`src/rtl/fifo_ctrl_16x8_if.sv`:
```
// -----------------------------------------------------------------------------
// fifo_ctrl_16x8_if
// Bundles the producer stream, the consumer stream, the status flags and the
// asynchronous dual-port RAM port of the 16x8 FIFO controller.
//   producer : in_valid, in_ready, in_data
//   consumer : out_valid, out_ready, out_data
//   status   : count, full, almost_full, empty, overflow
//   RAM port : ram_cs, ram_rst, ram_wr_enb, ram_wr_addr, ram_wr_data,
//              ram_rd_enb, ram_rd_addr, ram_rd_data
// The master modport is the environment (producer, consumer and RAM). The
// slave modport is the controller.
// -----------------------------------------------------------------------------
interface fifo_ctrl_16x8_if #(
   parameter int DATA_WIDTH = 8,
   parameter int ADDR_WIDTH = 4
);
   logic                  in_valid;
   logic                  in_ready;
   logic [DATA_WIDTH-1:0] in_data;
   logic                  out_valid;
   logic                  out_ready;
   logic [DATA_WIDTH-1:0] out_data;
   logic [ADDR_WIDTH:0]   count;
   logic                  full;
   logic                  almost_full;
   logic                  empty;
   logic                  overflow;
   logic                  ram_cs;
   logic                  ram_rst;
   logic                  ram_wr_enb;
   logic [ADDR_WIDTH-1:0] ram_wr_addr;
   logic [DATA_WIDTH-1:0] ram_wr_data;
   logic                  ram_rd_enb;
   logic [ADDR_WIDTH-1:0] ram_rd_addr;
   logic [DATA_WIDTH-1:0] ram_rd_data;

   modport master (
      output in_valid, in_data, out_ready, ram_rd_data,
      input  in_ready, out_valid, out_data, count, full, almost_full, empty,
             overflow, ram_cs, ram_rst, ram_wr_enb, ram_wr_addr, ram_wr_data,
             ram_rd_enb, ram_rd_addr
   );

   modport slave (
      input  in_valid, in_data, out_ready, ram_rd_data,
      output in_ready, out_valid, out_data, count, full, almost_full, empty,
             overflow, ram_cs, ram_rst, ram_wr_enb, ram_wr_addr, ram_wr_data,
             ram_rd_enb, ram_rd_addr
   );
endinterface

```
`src/rtl/fifo_ctrl_16x8.sv`:
```
// -----------------------------------------------------------------------------
// fifo_ctrl_16x8
// Synchronous FIFO controller that drives a 16x8 asynchronous dual-port RAM.
// It owns the write and read pointers, the RAM occupancy and the status flags.
// A first-word-fall-through output register holds the head word, so the total
// capacity is DEPTH RAM entries plus one output-register entry.
// Ports:
//   clk  - rising-edge clock
//   rst  - synchronous, active-high reset
//   bus  - fifo_ctrl_16x8_if.slave (streams, flags, RAM port)
// -----------------------------------------------------------------------------
module fifo_ctrl_16x8 #(
   parameter int DATA_WIDTH = 8,
   parameter int ADDR_WIDTH = 4,
   parameter int DEPTH      = 16,
   parameter int AF_LEVEL   = 12
) (
   input logic              clk,
   input logic              rst,
   fifo_ctrl_16x8_if.slave  bus
);

   localparam logic [ADDR_WIDTH:0] DEPTH_CNT = DEPTH[ADDR_WIDTH:0];
   localparam logic [ADDR_WIDTH:0] AF_CNT    = AF_LEVEL[ADDR_WIDTH:0];

   logic [ADDR_WIDTH-1:0] r_wrPtr;
   logic [ADDR_WIDTH-1:0] r_rdPtr;
   logic [ADDR_WIDTH:0]   r_ramCount;
   logic                  r_outValid;
   logic [DATA_WIDTH-1:0] r_outData;
   logic                  r_overflow;

   logic                  w_inReady;
   logic                  w_push;
   logic                  w_pop;
   logic                  w_load;
   logic                  w_ramNotEmpty;
   logic [ADDR_WIDTH:0]   w_count;

   // Handshake decode. in_ready looks only at RAM occupancy, so a pop while the
   // RAM is full frees an entry only after the load edge.
   assign w_ramNotEmpty = (r_ramCount != '0);
   assign w_inReady     = !rst && (r_ramCount < DEPTH_CNT);
   assign w_push        = bus.in_valid && w_inReady;
   assign w_pop         = r_outValid && bus.out_ready;
   assign w_load        = w_ramNotEmpty && (!r_outValid || w_pop);
   assign w_count       = r_ramCount + {{ADDR_WIDTH{1'b0}}, r_outValid};

   // The RAM reset follows the controller reset, and the chip is deselected while
   // reset is held. The read enable follows occupancy. Its rising edge makes the
   // asynchronous RAM drive a freshly written entry even when the read address has
   // not moved.
   assign bus.ram_rst     = rst;
   assign bus.ram_cs      = !rst;
   assign bus.ram_wr_enb  = w_push;
   assign bus.ram_wr_addr = r_wrPtr;
   assign bus.ram_wr_data = bus.in_data;
   assign bus.ram_rd_enb  = w_ramNotEmpty;
   assign bus.ram_rd_addr = r_rdPtr;

   // Stream outputs and status flags. All of them derive from registered state.
   assign bus.in_ready    = w_inReady;
   assign bus.out_valid   = r_outValid;
   assign bus.out_data    = r_outData;
   assign bus.count       = w_count;
   assign bus.full        = (r_ramCount == DEPTH_CNT);
   assign bus.almost_full = (w_count >= AF_CNT);
   assign bus.empty       = (w_count == '0);
   assign bus.overflow    = r_overflow;

   // The write pointer advances on every accepted word. It wraps naturally because
   // DEPTH is a power of two.
   always_ff @(posedge clk) begin
      if (rst) begin
         r_wrPtr <= '0;
      end else if (w_push) begin
         r_wrPtr <= r_wrPtr + 1'b1;
      end
   end

   // The output register refills from the RAM head when it is empty or being
   // popped. A pop with nothing to refill only drops valid, and the stale data
   // is left in place.
   always_ff @(posedge clk) begin
      if (rst) begin
         r_rdPtr    <= '0;
         r_outValid <= 1'b0;
         r_outData  <= '0;
      end else if (w_load) begin
         r_outData  <= bus.ram_rd_data;
         r_outValid <= 1'b1;
         r_rdPtr    <= r_rdPtr + 1'b1;
      end else if (w_pop) begin
         r_outValid <= 1'b0;
      end
   end

   // RAM occupancy goes up for a write and down for a move into the output
   // register. A write and a move in the same cycle cancel each other.
   always_ff @(posedge clk) begin
      if (rst) begin
         r_ramCount <= '0;
      end else begin
         case ({w_push, w_load})
            2'b10:   r_ramCount <= r_ramCount + 1'b1;
            2'b01:   r_ramCount <= r_ramCount - 1'b1;
            default: r_ramCount <= r_ramCount;
         endcase
      end
   end

   // Any offered word that is refused sets overflow. The flag stays set until
   // the next reset.
   always_ff @(posedge clk) begin
      if (rst) begin
         r_overflow <= 1'b0;
      end else if (bus.in_valid && !w_inReady) begin
         r_overflow <= 1'b1;
      end
   end

endmodule

```
`src/flat_wrapper.sv`:
```
// flat-port wrapper written by rule: the top's interface ports become plain ports
module fifo_ctrl_16x8_flat 
#(
   parameter int DATA_WIDTH = 8,
   parameter int ADDR_WIDTH = 4,
   parameter int DEPTH      = 16,
   parameter int AF_LEVEL   = 12
)
  (clk, rst, bus_in_valid, bus_in_data, bus_out_ready, bus_ram_rd_data, bus_in_ready, bus_out_valid, bus_out_data, bus_count, bus_full, bus_almost_full, bus_empty, bus_overflow, bus_ram_cs, bus_ram_rst, bus_ram_wr_enb, bus_ram_wr_addr, bus_ram_wr_data, bus_ram_rd_enb, bus_ram_rd_addr);
  fifo_ctrl_16x8_if #(.DATA_WIDTH(DATA_WIDTH), .ADDR_WIDTH(ADDR_WIDTH)) bus_i ();
  input logic clk;
  input logic rst;
  input wire logic [$bits(bus_i.in_valid)-1:0] bus_in_valid;
  input wire logic [$bits(bus_i.in_data)-1:0] bus_in_data;
  input wire logic [$bits(bus_i.out_ready)-1:0] bus_out_ready;
  input wire logic [$bits(bus_i.ram_rd_data)-1:0] bus_ram_rd_data;
  output wire logic [$bits(bus_i.in_ready)-1:0] bus_in_ready;
  output wire logic [$bits(bus_i.out_valid)-1:0] bus_out_valid;
  output wire logic [$bits(bus_i.out_data)-1:0] bus_out_data;
  output wire logic [$bits(bus_i.count)-1:0] bus_count;
  output wire logic [$bits(bus_i.full)-1:0] bus_full;
  output wire logic [$bits(bus_i.almost_full)-1:0] bus_almost_full;
  output wire logic [$bits(bus_i.empty)-1:0] bus_empty;
  output wire logic [$bits(bus_i.overflow)-1:0] bus_overflow;
  output wire logic [$bits(bus_i.ram_cs)-1:0] bus_ram_cs;
  output wire logic [$bits(bus_i.ram_rst)-1:0] bus_ram_rst;
  output wire logic [$bits(bus_i.ram_wr_enb)-1:0] bus_ram_wr_enb;
  output wire logic [$bits(bus_i.ram_wr_addr)-1:0] bus_ram_wr_addr;
  output wire logic [$bits(bus_i.ram_wr_data)-1:0] bus_ram_wr_data;
  output wire logic [$bits(bus_i.ram_rd_enb)-1:0] bus_ram_rd_enb;
  output wire logic [$bits(bus_i.ram_rd_addr)-1:0] bus_ram_rd_addr;
  assign bus_i.in_valid = bus_in_valid;
  assign bus_i.in_data = bus_in_data;
  assign bus_i.out_ready = bus_out_ready;
  assign bus_i.ram_rd_data = bus_ram_rd_data;
  assign bus_in_ready = bus_i.in_ready;
  assign bus_out_valid = bus_i.out_valid;
  assign bus_out_data = bus_i.out_data;
  assign bus_count = bus_i.count;
  assign bus_full = bus_i.full;
  assign bus_almost_full = bus_i.almost_full;
  assign bus_empty = bus_i.empty;
  assign bus_overflow = bus_i.overflow;
  assign bus_ram_cs = bus_i.ram_cs;
  assign bus_ram_rst = bus_i.ram_rst;
  assign bus_ram_wr_enb = bus_i.ram_wr_enb;
  assign bus_ram_wr_addr = bus_i.ram_wr_addr;
  assign bus_ram_wr_data = bus_i.ram_wr_data;
  assign bus_ram_rd_enb = bus_i.ram_rd_enb;
  assign bus_ram_rd_addr = bus_i.ram_rd_addr;
  fifo_ctrl_16x8 #(.DATA_WIDTH(DATA_WIDTH), .ADDR_WIDTH(ADDR_WIDTH), .DEPTH(DEPTH), .AF_LEVEL(AF_LEVEL)) u_core (.clk(clk), .rst(rst), .bus(bus_i));
endmodule
```
`config.mk`:
```
export PLATFORM = sky130hd
export DESIGN_NAME = fifo_ctrl_16x8_flat
export DESIGN_NICKNAME = d
export VERILOG_FILES = /design/src/rtl/fifo_ctrl_16x8_if.sv /design/src/rtl/fifo_ctrl_16x8.sv /design/src/flat_wrapper.sv
export SDC_FILE = /design/constraint.sdc
export NUM_CORES = 1
export LEC_CHECK = 0
export BUFFER_PORTS_ARGS = -buffer_cell sky130_fd_sc_hd__buf_2
export CELL_PAD_IN_SITES_DETAIL_PLACEMENT = 1
export CELL_PAD_IN_SITES_GLOBAL_PLACEMENT = 1
export CORE_ASPECT_RATIO = 0.75
export CORE_MARGIN = 1
export CORE_UTILIZATION = 35
export CTS_CLUSTER_SIZE = 16
export DETAILED_ROUTE_END_ITERATION = 6
export GPL_TIMING_DRIVEN = 0
export MAX_ROUTING_LAYER = met4
export PLACE_DENSITY = 0.82
export SETUP_SLACK_MARGIN = 0.1
export SLEW_MARGIN = 20
export SYNTH_ARGS = -nofsm -noshare
export SYNTH_HDL_FRONTEND = slang
export SYNTH_SLANG_ARGS = --single-unit
```
`constraint.sdc`:
```
create_clock -name clk -period 5.2 [get_ports clk]
set_input_delay 0.78 -clock clk [delete_from_list [all_inputs] [get_ports clk]]
set_output_delay 0.78 -clock clk [all_outputs]
set_load 0.02 [all_outputs]
```
==> impl_metrics.ini <==
[synth]
ys_top_cells_by_area = dfxtp_1, mux2i_1, ha_1
ys_ff_latch = 23
synthMuxAreaShare = 0.0987
synth_cells = 139
synth.most_common_cell = dfxtp_1
ys_seq_area_frac = 0.371
synth-edff-count = 0
synth-compound-area-share = 0.0896
yosys.area.top_type = dfxtp_1
synth_top_family_by_area = simple AND/OR/NAND/NOR gates
synthArstFlopShare = 0
synthXorXnorAreaFrac = 0.0775
ys.warnings.count = 0
synth_fp_nets = 166
synthTopCellsByCount = dfxtp_1, nor2_1, mux2i_1
synth-simple-area-share = 0.172
synth_fa_ha_area_frac = 0.0705
synth_cell_types = 32
avgSynthCellArea_um2 = 8.94
synth_top_area_frac = 0.371
ys_dominant_reg_cell = dfxtp_1
syn-cell-area_um2 = 1240

[setup_path]
cpPeakStageDelay_ps = 550
endpoint_kind = register
reg2reg_depth = 13
critical_path.cell_chain = buf_6 -> or4_4 -> o21ai_4 -> buf_12 -> inv_1 -> ha_1 -> clkbuf_1 -> xor2_1 -> ha_1 -> nor2b_1 -> a31oi_1 -> o32a_1 -> mux2_2
cp.depth = 13
crit_fanout = 10
required_ps = 5350
worst_path_most_repeated_cell = ha_1
cp_top_family = simple AND/OR/NAND/NOR gates
cp.buffers_inverters = 4
crit_path_start = u_core.r_ramCount[1]
cpMaxStageDelayCell = or4_4
criticalPathCategory = register to register
cp.arrival_ps = 3340
r2r_start = u_core.r_ramCount[1]
start_kind = register

[die]
core_area_um2 = 3330
initial_core_util = 0.373
die-width_um = 70.8
ios = 59
die_h_um = 53.6
die_area_um2 = 3790
num_rows = 18

[hold_path]
hp-class = register to register
min_from = u_core.bus.ram_rd_addr[3]
hold_path_depth = 2

[route]
remaining_drc_errors = 10
viasPerCell = 4.90
ant_nets = 0
dr.pass1.iters = 6
vias = 1137
drt-total-wl_um = 2990
routedWlPerCell_um = 12.9
drt-initial-drc-count = 31

[sta]
layout_min_cycle_time_ps = 3180
clock_skew_ps = 5.45
hold_viol = 0
rsz0062_at_grt = false
fin_setup_tns_ps = 0
tightestPinTransition_ps = 455
period_share = 0.612
max_slew_margin = 0.697
setup_viol = 0
clock.fmax_ghz = 0.314
slew_violations = 0

[clock_tree]
cts_tree = built
cts_root_buffer = clkbuf_8
cts_buffers = 3
post_cts_buffers = 0
clk_pin_slew_ps = 80
hold_buffers = 0
cts.sinks = 23
clk_latency_ps = 260
cts.repair.resized = 0
cts-htree-levels = 1
cts_buffer_depth = 2

[finish]
finalNonFillerCells = 232
syn_to_final_growth_pct = 27.4
n_antenna_cell = 0
fin_nets = 220
fillers = 424
drive_gt1_frac = 0.365

[pwr]
ir_drop_v = 0.000231
cellLeakagePower_nw = 0.829
power.density_nw_per_um2 = 586

[global_routing]
overflow = 0
grt_max_degree = 13
grt_pass1_wl_um = 4940
track_usage = 0.174
antenna_found_initial = 0
grt_pass1_vias = 1138

[placement]
port_buffers = 49
gp_congestion = 0.757
hpwlAfterDp_um = 2390
place_inst = 228

[status]
status = finished with violations
violations = design-rule violations

[flow_run]
drv_cap = 0
-- cell usage in the layout (no fill, tap or decap), types with 3 or more instances in the layout --
| cell | count |
|---|---|
| clkbuf_8 | 3 |
| nand3_1 | 4 |
| xnor2_1 | 3 |
| or3_1 | 3 |
| inv_1 | 5 |
| nor2_1 | 22 |
| o21ai_0 | 4 |
| dfxtp_1 | 23 |
| nor2b_1 | 4 |
| xor2_1 | 8 |
| a21oi_1 | 7 |
| buf_2 | 50 |
| mux2i_1 | 10 |
| nand2_1 | 5 |
| ha_1 | 7 |
| clkbuf_1 | 7 |
| buf_4 | 9 |
-- kinds of logic (layout without fill, tap and decap cells) --
kind of cell / Yosys count / after routing
buffers and inverters: 24 / 77
muxes: 12 / 12
DFF: 23 / 23
adders and majority gates: 7 / 7
xor gates and xnor gates: 11 / 11
AOI/OAI and AO/OA: 17 / 17
and+or+nand+nor: 45 / 45
-- flip-flops by register name (all words and copies together), names as in the netlist --
signal	flops
u_core.bus.out_data	8
u_core.bus.out_valid	1
u_core.bus.overflow	1
u_core.bus.ram_rd_addr	4
u_core.bus.ram_wr_addr	4
u_core.r_ramCount	5
-- layout make-up --
class                           count  area (um^2)  share of cell area
Multi-Input combinational cell     92          632               0.399
Sequential cell                    23          460               0.291
Timing Repair Buffer               49          245               0.155
Buffer                             19          131              0.0830
Tap cell                           40         50.0              0.0316
Clock buffer                        4         45.0              0.0285
Inverter                            5         18.8              0.0119
-- where the power goes --
group	total [mW]	switching [mW]	internal [mW]
Clock	0.111	0.0561	0.0547
Sequential	0.257	0.0332	0.224
Combinational	0.560	0.322	0.238
Total	0.928	0.411	0.516
-- worst reg2reg max path: stages (launching register included) --
cell	delay (ps)
dfxtp_1	330
buf_6	140
or4_4	550
o21ai_4	220
buf_12	170
inv_1	60
ha_1	170
clkbuf_1	180
xor2_1	160
ha_1	210
nor2b_1	190
a31oi_1	100
o32a_1	310
mux2_2	260
-- layer usage --
metal	share of wire	vias to the layer above	global-route usage
met4	0.0023	0	0.0333
met3	0.065	2	0.0412
met2	0.51	37	0.341
met1	0.42	539	0.183
li1	-	559	-
met5	0	-	-
-- final timing paths --
path | endpoint | slack (ps)
setup / recovery | u_core.r_ramCount[4] | 2020
hold / removal | u_core.bus.ram_rd_addr[3] | 500
setup reg to reg | u_core.r_ramCount[4] | 2020
hold reg to reg | u_core.bus.ram_rd_addr[3] | 500
-- metrics by stage --
stage / total power, mW / setup WS [ps] / util / cell area (um^2) / hold slack [ps]
3_5_place_dp: 0.824 / 2040 / 0.461 / 1540 / 474
4_1_cts: 0.938 / 2010 / 0.475 / 1580 / 503
2_1_floorplan: 0.685 / 2160 / - / 1240 / 557
5_1_grt: 0.998 / 1840 / 0.475 / 1580 / 536
6_report: 0.928 / 2020 / 0.475 / 1580 / 502
3_3_place_gp: 0.799 / 2100 / 0.461 / 1540 / 463
No activity file was read; power rests on OpenSTA's default activity.
